`src/rtl/product_accumulator.sv`:
```
// product_accumulator: sums LEN signed 16-bit products into a saturating
// ACC_W-bit accumulator, then holds the block sum until downstream takes it.
// A sticky overflow flag records whether any add in the block saturated.
module product_accumulator #(
    parameter int LEN   = 4,
    parameter int ACC_W = 24
) (
    input  logic                    clk,
    input  logic                    rst,
    input  logic signed [15:0]      product,
    input  logic                    prod_valid,
    output logic                    prod_ready,
    input  logic                    clear,
    output logic signed [ACC_W-1:0] sum,
    output logic                    sum_valid,
    input  logic                    sum_ready,
    output logic                    ovf,
    output logic [7:0]              cnt
);

    typedef enum logic {
        ACCUM = 1'b0,
        HOLD  = 1'b1
    } state_t;

    localparam logic [7:0]             LEN_CNT = 8'(LEN);
    localparam logic signed [ACC_W-1:0] ACC_MAX = {1'b0, {(ACC_W-1){1'b1}}};
    localparam logic signed [ACC_W-1:0] ACC_MIN = {1'b1, {(ACC_W-1){1'b0}}};

    state_t                   state_q, state_d;
    logic signed [ACC_W-1:0]  acc_q, acc_d;
    logic signed [ACC_W-1:0]  sum_q, sum_d;
    logic [7:0]               cnt_q, cnt_d;
    logic                     sticky_q, sticky_d;
    logic                     ovf_q, ovf_d;
    logic                     sum_valid_q, sum_valid_d;

    logic                     accept;
    logic                     last;
    logic [7:0]               cnt_inc;
    logic [ACC_W:0]           add_full;
    logic signed [ACC_W-1:0]  add_sat;
    logic                     add_ovf;

    // State register
    always_ff @(posedge clk or posedge rst) begin
        if (rst) begin
            state_q <= ACCUM;
        end else begin
            state_q <= state_d;
        end
    end

    // Next-state logic: clear always wins and returns to ACCUM
    always_comb begin
        state_d = state_q;
        if (clear) begin
            state_d = ACCUM;
        end else begin
            case (state_q)
                ACCUM:   if (accept && last) state_d = HOLD;
                HOLD:    if (sum_ready)      state_d = ACCUM;
                default: state_d = ACCUM;
            endcase
        end
    end

    // Outputs decoded from state only, so prod_ready never depends on prod_valid
    always_comb begin
        prod_ready = (state_q == ACCUM);
    end

    // Saturating add: one guard bit is enough since ACC_W exceeds the product width
    always_comb begin
        accept   = prod_valid && prod_ready;
        cnt_inc  = cnt_q + 8'd1;
        last     = (cnt_inc == LEN_CNT);
        add_full = {acc_q[ACC_W-1], acc_q} + {{(ACC_W+1-16){product[15]}}, product};
        add_ovf  = (add_full[ACC_W] != add_full[ACC_W-1]);
        if (add_ovf) begin
            add_sat = add_full[ACC_W] ? ACC_MIN : ACC_MAX;
        end else begin
            add_sat = add_full[ACC_W-1:0];
        end
    end

    // Datapath next values: clear, then HOLD handoff, then accumulation
    always_comb begin
        acc_d       = acc_q;
        cnt_d       = cnt_q;
        sticky_d    = sticky_q;
        sum_d       = sum_q;
        ovf_d       = ovf_q;
        sum_valid_d = sum_valid_q;
        if (clear) begin
            acc_d       = '0;
            cnt_d       = '0;
            sticky_d    = 1'b0;
            sum_d       = '0;
            ovf_d       = 1'b0;
            sum_valid_d = 1'b0;
        end else if (state_q == HOLD) begin
            // sum and ovf keep the completed block's result after the handoff
            if (sum_ready) begin
                acc_d       = '0;
                cnt_d       = '0;
                sticky_d    = 1'b0;
                sum_valid_d = 1'b0;
            end
        end else if (accept) begin
            acc_d    = add_sat;
            cnt_d    = cnt_inc;
            sticky_d = sticky_q | add_ovf;
            if (last) begin
                sum_d       = add_sat;
                ovf_d       = sticky_q | add_ovf;
                sum_valid_d = 1'b1;
            end
        end
    end

    // Datapath registers
    always_ff @(posedge clk or posedge rst) begin
        if (rst) begin
            acc_q       <= '0;
            cnt_q       <= '0;
            sticky_q    <= 1'b0;
            sum_q       <= '0;
            ovf_q       <= 1'b0;
            sum_valid_q <= 1'b0;
        end else begin
            acc_q       <= acc_d;
            cnt_q       <= cnt_d;
            sticky_q    <= sticky_d;
            sum_q       <= sum_d;
            ovf_q       <= ovf_d;
            sum_valid_q <= sum_valid_d;
        end
    end

    assign sum       = sum_q;
    assign ovf       = ovf_q;
    assign sum_valid = sum_valid_q;
    assign cnt       = cnt_q;

endmodule

```
`config.mk`:
```
export PLATFORM = sky130hd
export DESIGN_NAME = product_accumulator
export DESIGN_NICKNAME = d
export VERILOG_FILES = /design/src/rtl/product_accumulator.sv
export SDC_FILE = /design/constraint.sdc
export NUM_CORES = 1
export LEC_CHECK = 0
export BUFFER_PORTS_ARGS = -buffer_cell sky130_fd_sc_hd__buf_4
export CELL_PAD_IN_SITES_DETAIL_PLACEMENT = 1
export CELL_PAD_IN_SITES_GLOBAL_PLACEMENT = 2
export CORE_ASPECT_RATIO = 1.1
export CORE_UTILIZATION = 36
export DETAILED_ROUTE_END_ITERATION = 12
export GPL_TIMING_DRIVEN = 1
export PLACE_DENSITY = 0.9
export SYNTH_ARGS = -nofsm -noshare
export SYNTH_HDL_FRONTEND = slang
export SYNTH_SLANG_ARGS = --single-unit
```
`constraint.sdc`:
```
create_clock -name clk -period 4.5 [get_ports clk]
set_clock_uncertainty 0.15 [all_clocks]
set_input_delay 0.225 -clock clk [delete_from_list [all_inputs] [get_ports clk]]
set_output_delay 0.225 -clock clk [all_outputs]
set_load 0.01 [all_outputs]
```
==> results of run 1 <==
## sequential cells by signal, indices dropped and copies added, names as in the netlist
| signal | cells |
|---|---|
| state_q | 1 |
| ovf | 1 |
| sum_valid | 1 |
| sticky_q | 1 |
| sum | 24 |
| cnt | 8 |
| acc_q | 24 |
## cells in the mapped netlist, drive strengths merged, types with 3 or more instances
cell type  number  area [um^2]
a2111oi         3         26.3
a211o           3         26.3
a211oi         11         95.1
a21o           16          120
a21oi          38          209
a22o           20          175
a31o            4         35.0
a31oi          10         62.6
and2            3         21.3
and3           10         62.6
buf            10         87.6
clkbuf         14         52.6
dfrtp          60         1500
ha             26          325
inv            10         37.5
nand2          39          146
nand2b          8         50.1
nand3           6         30.0
nand4           3         18.8
nor2           37          139
nor2b           5         31.3
nor3           30          160
o211a           3         37.5
o211ai          4         35.0
o21ai          43          230
o22ai          10         75.1
or3             5         31.3
xnor2          10         95.1
xor2           12          105
## per-layer routing
layer  track usage  part of all wire  up-vias
li1              -                 -     1891
met1         0.278              0.45     1994
met2         0.397              0.50       48
met3        0.0343             0.017       22
met4        0.0892             0.027        0
met5             0                 0        -
## per-stage QoR
step	instances	util	hold slack (ns)	cell area, um^2
floorplan	477	-	0.275	4240
global placement	666	0.415	0.327	4770
detailed placement	666	0.415	0.330	4770
CTS	681	0.439	0.00571	5050
global route	681	0.439	0.0650	5050
finish	681	0.439	-0.0191	5050
## power breakdown
part	internal (W)	switching (W)	leakage, nW
combinational	0.000489	0.000792	1.44
clock	0.000397	0.000259	0.133
sequential	0.000604	0.0000473	0.822
total	0.00149	0.00110	2.40
## kinds of logic after synthesis
kind of cell | Yosys count
adders and majority gates | 27
AOI/OAI and AO/OA | 181
muxes | 3
buffers and inverters | 34
and+or+nand+nor | 150
DFF | 60
xor gates and xnor gates | 22
## worst max-delay path: stages (launching register included)
cell and delay [ns]:
dfrtp_1 0.38, ha_1 0.24, fa_1 0.44, a211o_1 0.34, a211oi_4 0.32, o22ai_2 0.15
a31o_1 0.22, or2_1 0.62, and3_1 0.33, nor3_1 0.37, o21ai_0 0.15
## path summary, 6_finish.rpt
check / start / endpoint / slack (ns) / cells after the start
min in group clk: clear / sum[23] / 0.04 / 2
min reg2reg: sum_valid / sum_valid / 0.35 / 2
max in group asynchronous: rst / acc_q[18] / 3.71 / 3
min: rst / acc_q[7] / -0.02 / 3
max reg2reg: acc_q[0] / acc_q[19] / 0.65 / 10
max: acc_q[0] / acc_q[19] / 0.65 / 10
## area by class of cell
| cell class | count | area share |
|---|---|---|
| Tap cell | 150 | 0.0372 |
| Inverter | 10 | 0.00744 |
| Clock buffer | 11 | 0.0501 |
| Multi-Input combinational cell | 383 | 0.509 |
| Sequential cell | 60 | 0.297 |
| Timing Repair Buffer | 63 | 0.0937 |
| Clock inverter | 4 | 0.00496 |
==> run metrics, run 1 <==
period utilization=0.856; Nets=575; GPL Wtd Cong=slightly below 0.9; total grt overflow=0; Resized cells post-CTS=0; Hold Vio Cnt, Final=48; PD cells=513 nW/um^2; commonest non-fill, non-tap cell in the layout=buf_4; Seq/Total Area, Yosys=0.354; post-synthesis cell area=4240 um^2; DP Worst Slack=0.666 ns; Initial DRC Count=174; Die ar.=12200 um^2; gr usage total=0.225; hold_ws=-0.0191 ns; most frequent cells in the layout=buf_4, dfrtp_1, nand2_1, nor2_1, a21oi_1; CTS buffer count=9; Min-Delay Path Class=in2async; port buffer count=55; Syn Inst Count=around 480; area of the multi-input gates=around 2600 um^2; crit path max fanout=23; Slew @ Worst Pin=about 1.2 ns; global-route wire length before repair=approximately 21 mm; clock tree buffer depth=2; Synth Flop Type=dfrtp_1; max_cap viols=0; Final ANT Viol Nets=0; initial antenna violation count=0; largest family of logic cells by synthesized area=compound AO/OA/AOI/OAI gates; syn_nets=525; minimum clock period=3.85 ns; Max IR drop VDD=~0.23 mV; Post-Route Setup TNS=0 ns; simple-gate share of the synthesized area=0.169; DR vias/cell=5.81; final slew viol count=0; clk_lat worst skew=around 0.34 ns; failing checks=hold timing; compound-gate portion of the synthesized area=0.299; fraction of registers with async set/reset=1.00; WL/cell=slightly below 20 um; Initial DRT Pass Iterations=4; Clock Root Buffer=clkbuf_16; DRC=0; hpwl dp=9.55 mm; multiplexer area fraction after synthesis=0.00738; CP Capture Type=flop; overall power consumption=0.00259 W; # IOs=56; CTS tree=yes; Post-CTS Setup Repair Bufs=0; Synth warnings=0; Seq cells post-synth=60; syn avg cell area=8.89 um^2; status=finished, violations left; relative slew slack=0.168; hold buffer count at cts=0; post-synthesis cell type count=63; RSZ-0062 raised after global routing=no; H-tree levels=3; Leak=2.40 nW; Antenna diodes=0; arrival time worst endpoint=3.89 ns; Post-Synth Adder-Cell Area=0.0814; Worst-path clk slew=0.05 ns; Final WS setup=0.648 ns; XOR/XNOR share of the synthesized area=0.0472; detailed-route via count=3955; number of synthesized flops with an enable pin=0; final setup vio count=0; Crit Path Category=reg2reg; Fillers=1395; die extent in x=105 um; synth-to-layout area growth=19.0%; Core Rows=41; vias in the first global route=4099; critical path startpoint category=flop; largest net degree at the start of global routing=61; Fmax=~260 MHz; final wirelength=13.1 mm; Starting Density=0.369; Req. time, crit path=~4.5 ns; total area of sequential cells=around 1500 um^2; clock sink count=60; Core Area=11500 um^2; share of post-route cells with drive strength above 1=0.192; Die Y=~120 um
Note: power is estimated with default switching activity, not from simulation.
==> run 2: changes to the inputs <==
--- a/config.mk
+++ b/config.mk
@@ -9,10 +9,10 @@
 export CELL_PAD_IN_SITES_DETAIL_PLACEMENT = 1
 export CELL_PAD_IN_SITES_GLOBAL_PLACEMENT = 2
 export CORE_ASPECT_RATIO = 1.1
-export CORE_UTILIZATION = 36
+export CORE_UTILIZATION = 39
 export DETAILED_ROUTE_END_ITERATION = 12
 export GPL_TIMING_DRIVEN = 1
-export PLACE_DENSITY = 0.9
+export PLACE_DENSITY = 0.95
 export SYNTH_ARGS = -nofsm -noshare
 export SYNTH_HDL_FRONTEND = slang
 export SYNTH_SLANG_ARGS = --single-unit
==> constraint.sdc (replaced) <==
create_clock -name clk -period 4.9 [get_ports clk]
set_clock_uncertainty 0.15 [all_clocks]
set_input_delay 0.245 -clock clk [delete_from_list [all_inputs] [get_ports clk]]
set_output_delay 0.245 -clock clk [all_outputs]
set_load 0.01 [all_outputs]
==> run 2 against run 1 <==
The run still ends with hold timing left. Clock power shrank 8.8%. Sequential cell count is the same. Sequential share of layout area grew 0.096 points. Register-to-register slack gained 0.41 ns. Wire length shrank 0.40%. First-iteration DRC count grew 30%. Critical path depth is the same. Total power shrank 8.3%. Setup slack gained 0.41 ns. Global-route usage grew 2.7 points. Largest cell class unchanged. Largest power group unchanged.
==> run metrics, run 2 (same netlist as run 1, synthesis figures left out) <==
Initial DRT Pass Iterations=4 (unchanged); Leak=2.39 nW (was 2.40 nW); initial antenna violation count=0 (unchanged); hold buffer count at cts=0 (unchanged); GPL Wtd Cong=0.858 (was 0.873); period utilization=0.784 (was 0.856); Resized cells post-CTS=0 (unchanged); Fillers=1258 (was 1395); Min-Delay Path Class=in2async (unchanged); CTS buffer count=9 (unchanged); DP Worst Slack=1.09 ns (was 0.666 ns); RSZ-0062 raised after global routing=no (unchanged); net switching power=0.00101 W (was 0.00110 W); clock power share=0.252 (was 0.253); Core Rows=39 (was 41); Initial DRC Count=227 (was 174); commonest non-fill, non-tap cell in the layout=buf_4 (unchanged); PD cells=472 nW/um^2 (was 513 nW/um^2); crit path max fanout=23 (unchanged); Core Area=10500 um^2 (was 11500 um^2); synth-to-layout area growth=18.6% (was 19.0%); H-tree levels=3 (unchanged); clk_lat worst skew=0.34 ns (about the same); Starting Density=0.404 (was 0.369); share of post-route cells with drive strength above 1=0.191 (was 0.192); final slew viol count=0 (unchanged); Die ar.=11300 um^2 (was 12200 um^2); most frequent cells in the layout=buf_4, dfrtp_1, nand2_1, nor2_1, a21oi_1 (unchanged); Nets=574 (was 575); relative slew slack=0.196 (was 0.168); # IOs=56 (unchanged); Die Y=111 um (was 116 um); final setup vio count=0 (unchanged); CP Capture Type=flop (unchanged); Post-CTS Setup Repair Bufs=0 (unchanged); Slew @ Worst Pin=1.20 ns (was 1.24 ns); die extent in x=101 um (was 105 um); Post-Route Setup TNS=0 ns (unchanged); global-route wire length before repair=21.9 mm (was 21.2 mm); Hold Vio Cnt, Final=7 (was 48); clock tree buffer depth=2 (unchanged); Worst-path clk slew=0.05 ns (about the same); WL/cell=19.4 um (was 19.2 um); total area of sequential cells=1500 um^2 (unchanged); Max IR drop VDD=0.199 mV (was 0.233 mV); clock sink count=60 (unchanged); area of the multi-input gates=2570 um^2 (unchanged); status=finished, violations left (unchanged); Crit Path Category=reg2reg (unchanged); final wirelength=13.0 mm (was 13.1 mm); critical path startpoint category=flop (unchanged); hold_ws=-0.0159 ns (was -0.0191 ns); Flop pwr share=0.252 (about the same); failing checks=hold timing (unchanged); minimum clock period=3.84 ns (was 3.85 ns); combinational share of power=0.497 (was 0.495); Fmax=260 MHz (about the same); largest net degree at the start of global routing=61 (unchanged); detailed-route via count=3969 (was 3955); DRC=0 (unchanged); CTS tree=yes (unchanged); hpwl dp=9.37 mm (was 9.55 mm); total grt overflow=0 (unchanged); port buffer count=55 (unchanged); Req. time, crit path=4.92 ns (was 4.53 ns); Antenna diodes=0 (unchanged); Sw Ratio=0.425 (was 0.424); max_cap viols=0 (unchanged); vias in the first global route=4264 (was 4099); DR vias/cell=5.90 (was 5.81); Clock Root Buffer=clkbuf_16 (unchanged); Final ANT Viol Nets=0 (unchanged); gr usage total=0.252 (was 0.225); Final WS setup=1.06 ns (was 0.648 ns); arrival time worst endpoint=3.86 ns (was 3.89 ns); Int Pwr=0.00137 W (was 0.00149 W)
## run 2: critical path, stage by stage, from the launching register on
cell	delay [ns]
dfrtp_1	0.37
ha_1	0.23
fa_1	0.44
a211o_1	0.34
a211oi_4	0.34
o22ai_2	0.17
a31o_1	0.24
or2_1	0.60
and3_1	0.33
nor3_1	0.31
o21ai_0	0.16
## run 2: final cells by class
type | count | area share
multi-input combinational | 383 | 0.511
sequential | 60 | 0.298
timing repair buffer | 62 | 0.0925
clock buffer | 11 | 0.0502
tap | 143 | 0.0356
inverter | 10 | 0.00746
clock inverter | 4 | 0.00497
## run 2: worst paths after layout
check | slack (ns) | to | depth (start not counted) | startpoint
min | -0.02 | sum[4] | 3 | rst
min in group clk | 0.07 | sum[0] | 2 | clear
max reg2reg | 1.06 | acc_q[19] | 10 | acc_q[0]
max in group asynchronous | 4.09 | acc_q[6] | 3 | rst
max | 1.06 | acc_q[19] | 10 | acc_q[0]
min reg2reg | 0.34 | acc_q[18] | 2 | acc_q[18]
## run 2: layer usage
metal | part of all wire | vias to the layer above | global-route usage | wire length, um
met3 | 0.024 | 29 | 0.0345 | 307
met2 | 0.50 | 77 | 0.420 | 6510
met4 | 0.034 | 0 | 0.121 | 444
li1 | - | 1882 | - | -
met5 | 0 | - | 0 | 0
met1 | 0.44 | 1981 | 0.319 | 5780
## run 2: power groups by stage
stage	logic, W	clock network (W)	registers (W)
6_report	0.00118	0.000598	0.000598
5_1_grt	0.00130	0.000626	0.000604
4_1_cts	0.00117	0.000606	0.000599
3_5_place_dp	0.00115	0	0.000607
3_3_place_gp	0.00112	0	0.000605
2_1_floorplan	0.000910	0	0.000590
## run 2: per-stage QoR
step / hold WS (ns) / std cells / util / area, um^2 / power (W)
after floorplan: 0.295 / 477 / - / 4240 / 0.00150
after global placement: 0.324 / 658 / 0.453 / 4750 / 0.00173
after detailed placement: 0.331 / 658 / 0.453 / 4750 / 0.00176
after CTS: 0.0265 / 673 / 0.480 / 5030 / 0.00238
after global routing: 0.0563 / 673 / 0.480 / 5030 / 0.00253
final: -0.0159 / 673 / 0.480 / 5030 / 0.00237
